### src/rtl/fibonacci_checker_pkg.sv
// Shared definitions for the Fibonacci stream checker: FSM state encodings and default widths.
package fibonacci_checker_pkg;

  localparam int FIB_WIDTH = 8;
  localparam int FIB_CNT_W = 16;

  typedef enum logic [1:0] {
    S_WAIT0 = 2'd0,
    S_WAIT1 = 2'd1,
    S_RUN   = 2'd2,
    S_ERR   = 2'd3
  } fib_state_t;

endpackage

### src/rtl/fibonacci_checker_next_term.sv
// fib_next_term: WIDTH-bit adder that produces the next Fibonacci term and its carry-out.
module fib_next_term
  import fibonacci_checker_pkg::*;
#(
  parameter int WIDTH = FIB_WIDTH
) (
  input  logic [WIDTH-1:0] a,
  input  logic [WIDTH-1:0] b,
  output logic [WIDTH-1:0] sum,
  output logic             carry
);

  logic [WIDTH:0] full;

  assign full  = {1'b0, a} + {1'b0, b};
  assign sum   = full[WIDTH-1:0];
  assign carry = full[WIDTH];

endmodule

### config.mk
export PLATFORM = sky130hd
export DESIGN_NAME = fib_next_term
export DESIGN_NICKNAME = d
export VERILOG_FILES = /design/src/rtl/fibonacci_checker_pkg.sv /design/src/rtl/fibonacci_checker_next_term.sv
export SDC_FILE = /design/constraint.sdc
export NUM_CORES = 1
export LEC_CHECK = 0
export ABC_AREA = 0
export CELL_PAD_IN_SITES_DETAIL_PLACEMENT = 1
export CELL_PAD_IN_SITES_GLOBAL_PLACEMENT = 1
export CORE_UTILIZATION = 23
export DETAILED_ROUTE_END_ITERATION = 8
export PLACE_DENSITY = 0.91
export RECOVER_POWER = 100
export SLEW_MARGIN = 30
export SYNTH_ARGS = -nofsm -noshare
export SYNTH_HDL_FRONTEND = slang
export SYNTH_SLANG_ARGS = --single-unit
### constraint.sdc
create_clock -name vclk -period 2.7
set_clock_uncertainty 0.2 [all_clocks]
set_input_delay 0.54 -clock vclk [all_inputs]
set_output_delay 0.54 -clock vclk [all_outputs]
set_load 0.05 [all_outputs]
==> results.cfg, run 1 <==
[outcome]
status = did not finish
stop_stage = global routing
error = [ERROR DPL-0033] detailed placement checks failed during check placement.

[die]
die_w_um = 39.5
dieHeight_um = 39.5
ios = 25
rows = 13
start_util_pct = 24.9

[timing]
postGrtWorstEndpoint = sum[4]
worstEpCategory = primary output

[yosys]
yosysTopAreaCellShare_pct = 30.9
yosys-top-cells-area = ha_1 31%, a21oi_1 7.7%, a311o_1 6.2%
syn_area_um2 = 324
synth-seq-area-share_pct = 0
synth.largest_area_cell = ha_1
syn_nets = 67
synthCells = 42
synth_warnings = 0
synth_cell_types = 20
postSynthAreaPerCell_um2 = 7.72

[grt]
grt_antenna_before_repair = 0
grt_max_degree = 6

[place]
dp_hpwl_mm = 1.06
io_buffer_count = 25
globalplace.congestion = 0.628

[clock_tree]
ctsHoldBuffers = 0
what timing repair did:
action / in CTS
gates cloned: 0
buffers inserted: 2
pin swaps: 17
setup endpoints to repair: 7
resized for setup: 55
kinds of logic after synthesis:
| family | after synthesis | synth area share, % |
|---|---|---|
| compound gates | 13 | 27.8 |
| simple gates | 12 | 17.8 |
| buf+inv | 3 | 3.47 |
| mux | 1 | 3.09 |
| fa+ha+maj | 9 | 37.1 |
| xor+xnor | 4 | 10.8 |
cell usage after synthesis (all sizes together), types with 2 or more instances:
| cell | instances |
|---|---|
| nand3 | 2 |
| xor2 | 2 |
| nor2b | 2 |
| ha | 8 |
| nor3 | 2 |
| xnor2 | 2 |
| nor2 | 2 |
| a21o | 2 |
| nand2 | 3 |
| a21oi | 5 |
| inv | 3 |
| a311o | 2 |
metrics by stage:
step,cell area (um2),cells,setup TNS [ns],setup slack (ns),hold slack (ns)
global placement,768,92,-1.59,-0.368,1.64
floorplan,347,42,-0.0230,-0.0230,1.25
CTS,926,94,0,0.00466,1.24
detailed placement,768,92,-2.01,-0.437,1.65
==> run 2: changes to the inputs <==
- CELL_PAD_IN_SITES_DETAIL_PLACEMENT: 1 -> unset
- CELL_PAD_IN_SITES_GLOBAL_PLACEMENT: 1 -> unset
- CORE_AREA: unset -> 2 2 63 65
- CORE_UTILIZATION: 23 -> unset
- DIE_AREA: unset -> 0 0 65 67
- PLACE_DENSITY: 0.91 -> unset
- PLACE_DENSITY_LB_ADDON: unset -> 0.15
==> results.cfg, run 2 <==
[grt]
overflow = 0
grt_pass1_vias = 514
grt_antenna_before_repair = 0
grt_pass1_wl_mm = 2.10
grt_max_degree = 6
grtUsageTotal_pct = 5.83

[die]
start_util_pct = 8.99
dieArea_um2 = 4360
rows = 22
dieHeight_um = 67
die_w_um = 65
core_area_um2 = 3610
ios = 25

[pwr]
powerDensity_nw_per_um2 = 348
p_leak_uw = 0.000428
ir_worst_vdd_mv = 0.197

[detailed_routing]
drc = 0
postRouteWirelength_mm = 1.23
avgRoutedWirePerCell_um = 9.20
num_vias = 483
via_per_inst = 3.60
postRouteAntennaNets = 0
drt_iter0_drc = 5
drtPass1Iterations = 3

[timing]
rsz0062_at_grt = yes
slew_violations = 0
fin_crit_sh_pct = 97.9
setup_viol = 0
relSlewSlack_pct = 59.7
worstMarginPinSlew_ns = 0.607
hold_viol_final = 0
fmax_mhz = 378
min_period_ns = 2.64

[worst_hold_path]
holdCritPathClass = in -> out
hold_path_end = sum[0]
worstHoldStart = b[0]
worstHoldPathCells = 3

[yosys]
syn_area_um2 = 324
syn_nets = 67
postSynthAreaPerCell_um2 = 7.72
synth-seq-area-share_pct = 0
synth.most_common_cell = ha_1
synth_warnings = 0
synth_cell_types = 20
synth.largest_area_cell = ha_1
synth_common_cells = 8 x ha_1, 5 x a21oi_1, 3 x nand2_1
yosysTopAreaCellShare_pct = 30.9
synthCells = 42
yosys-top-cells-area = ha_1 31%, a21oi_1 7.7%, a311o_1 6.2%

[place]
globalplace.congestion = 0.640
dpl_cell_area_um2 = 855
dp_hpwl_um = 954
io_buffer_count = 25

[setup_path]
critPathMostFrequentCell = a311o_1
crit_fanout = 4
worst-setup-path-type = in -> out
critPathBufInv = 3
required_ns = 1.96
crit_arrival_ns = 1.90
critical_path.top_delay_family = compound AO/OA/AOI/OAI gates
setup.worst_path.start_class = input port
slowest_stage = a311o_1
crit_chain = clkdlybuf4s15_1 -> ha_4 -> inv_2 -> a311o_1 -> a311o_1 -> buf_12
critPathMaxStageDelay_ns = 0.33
path_depth = 6
endpoint_kind = output port

[final_layout]
nClkBuffers = 0
seq_cell_count = 0
final_core_util_pct = 27.4
area_growth_pct = 205
layout_common_cells = 16 x buf_4, 7 x clkdlybuf4s15_1, 6 x ha_4, 6 x buf_6, 5 x buf_12
n_antenna_cell = 0
fill_cells = 398
finalInstanceArea_um2 = 987
final_common_cell = buf_4
final_net_count = 113
drive_gt1_share_pct = 61.6
seqCellArea_um2 = 0

[job]
maxCapViolations = 0

[clock_tree]
ctsHoldBuffers = 0

[outcome]
status = complete, no violations
==> run 2: final cells by class <==
type / instances / area [um2] / area share, %
multi-input cells: 39 / 475 / 48.2
inverters: 3 / 11.3 / 1.14
repair buffers: 44 / 440 / 44.6
well taps: 48 / 60.1 / 6.08
==> run 2: report_power, final <==
group	internal [uW]	switching, uW
combinational	169	174
sequential	0	0
clock	0	0
==> run 2: cells by family after synthesis <==
family | share of synthesized area [%]
xor gates and xnor gates | 10.8
muxes | 3.09
adders and majority gates | 37.1
buffers and inverters | 3.47
AOI/OAI and AO/OA | 27.8
and+or+nand+nor | 17.8
==> run 2: metrics by stage <==
| step | power [uW] | hold WS [ns] | instances | setup WS (ns) | setup TNS, ns |
|---|---|---|---|---|---|
| floorplan | 160 | 1.25 | 42 | -0.0230 | -0.0230 |
| finish | 343 | 1.42 | 134 | 0.0565 | 0 |
| global placement | 329 | 1.65 | 131 | -0.387 | -1.90 |
| detailed placement | 328 | 1.64 | 131 | -0.397 | -1.92 |
| CTS | 361 | 1.26 | 134 | 0.00156 | 0 |
| global route | 366 | 1.43 | 134 | -0.0109 | -0.0165 |
==> run 2: worst max-delay path by stage <==
stage | from | to | slack, ns
global route | a[0] | sum[6] | -0.01
global placement | a[0] | sum[6] | -0.39
floorplan | a[4] | carry | -0.02
detailed placement | a[0] | sum[6] | -0.40
CTS | b[5] | sum[5] | 0.002
finish | b[5] | sum[5] | 0.06
==> run 2: per-layer routing <==
layer | vias up | track usage (%) | wire (um)
li1 | 248 | - | -
met1 | 222 | 7.13 | 532
met2 | 13 | 11.3 | 605
met3 | 0 | 0.845 | 95
met4 | 0 | 0 | 0
met5 | - | 0 | 0
==> run 2: timing repair <==
action | CTS | global route
resized for setup | 47 | 16
buffers inserted | 3 | 0
setup endpoints to repair | 7 | 4
pin swaps | 15 | 16
No activity file was read; power rests on OpenSTA's default activity.
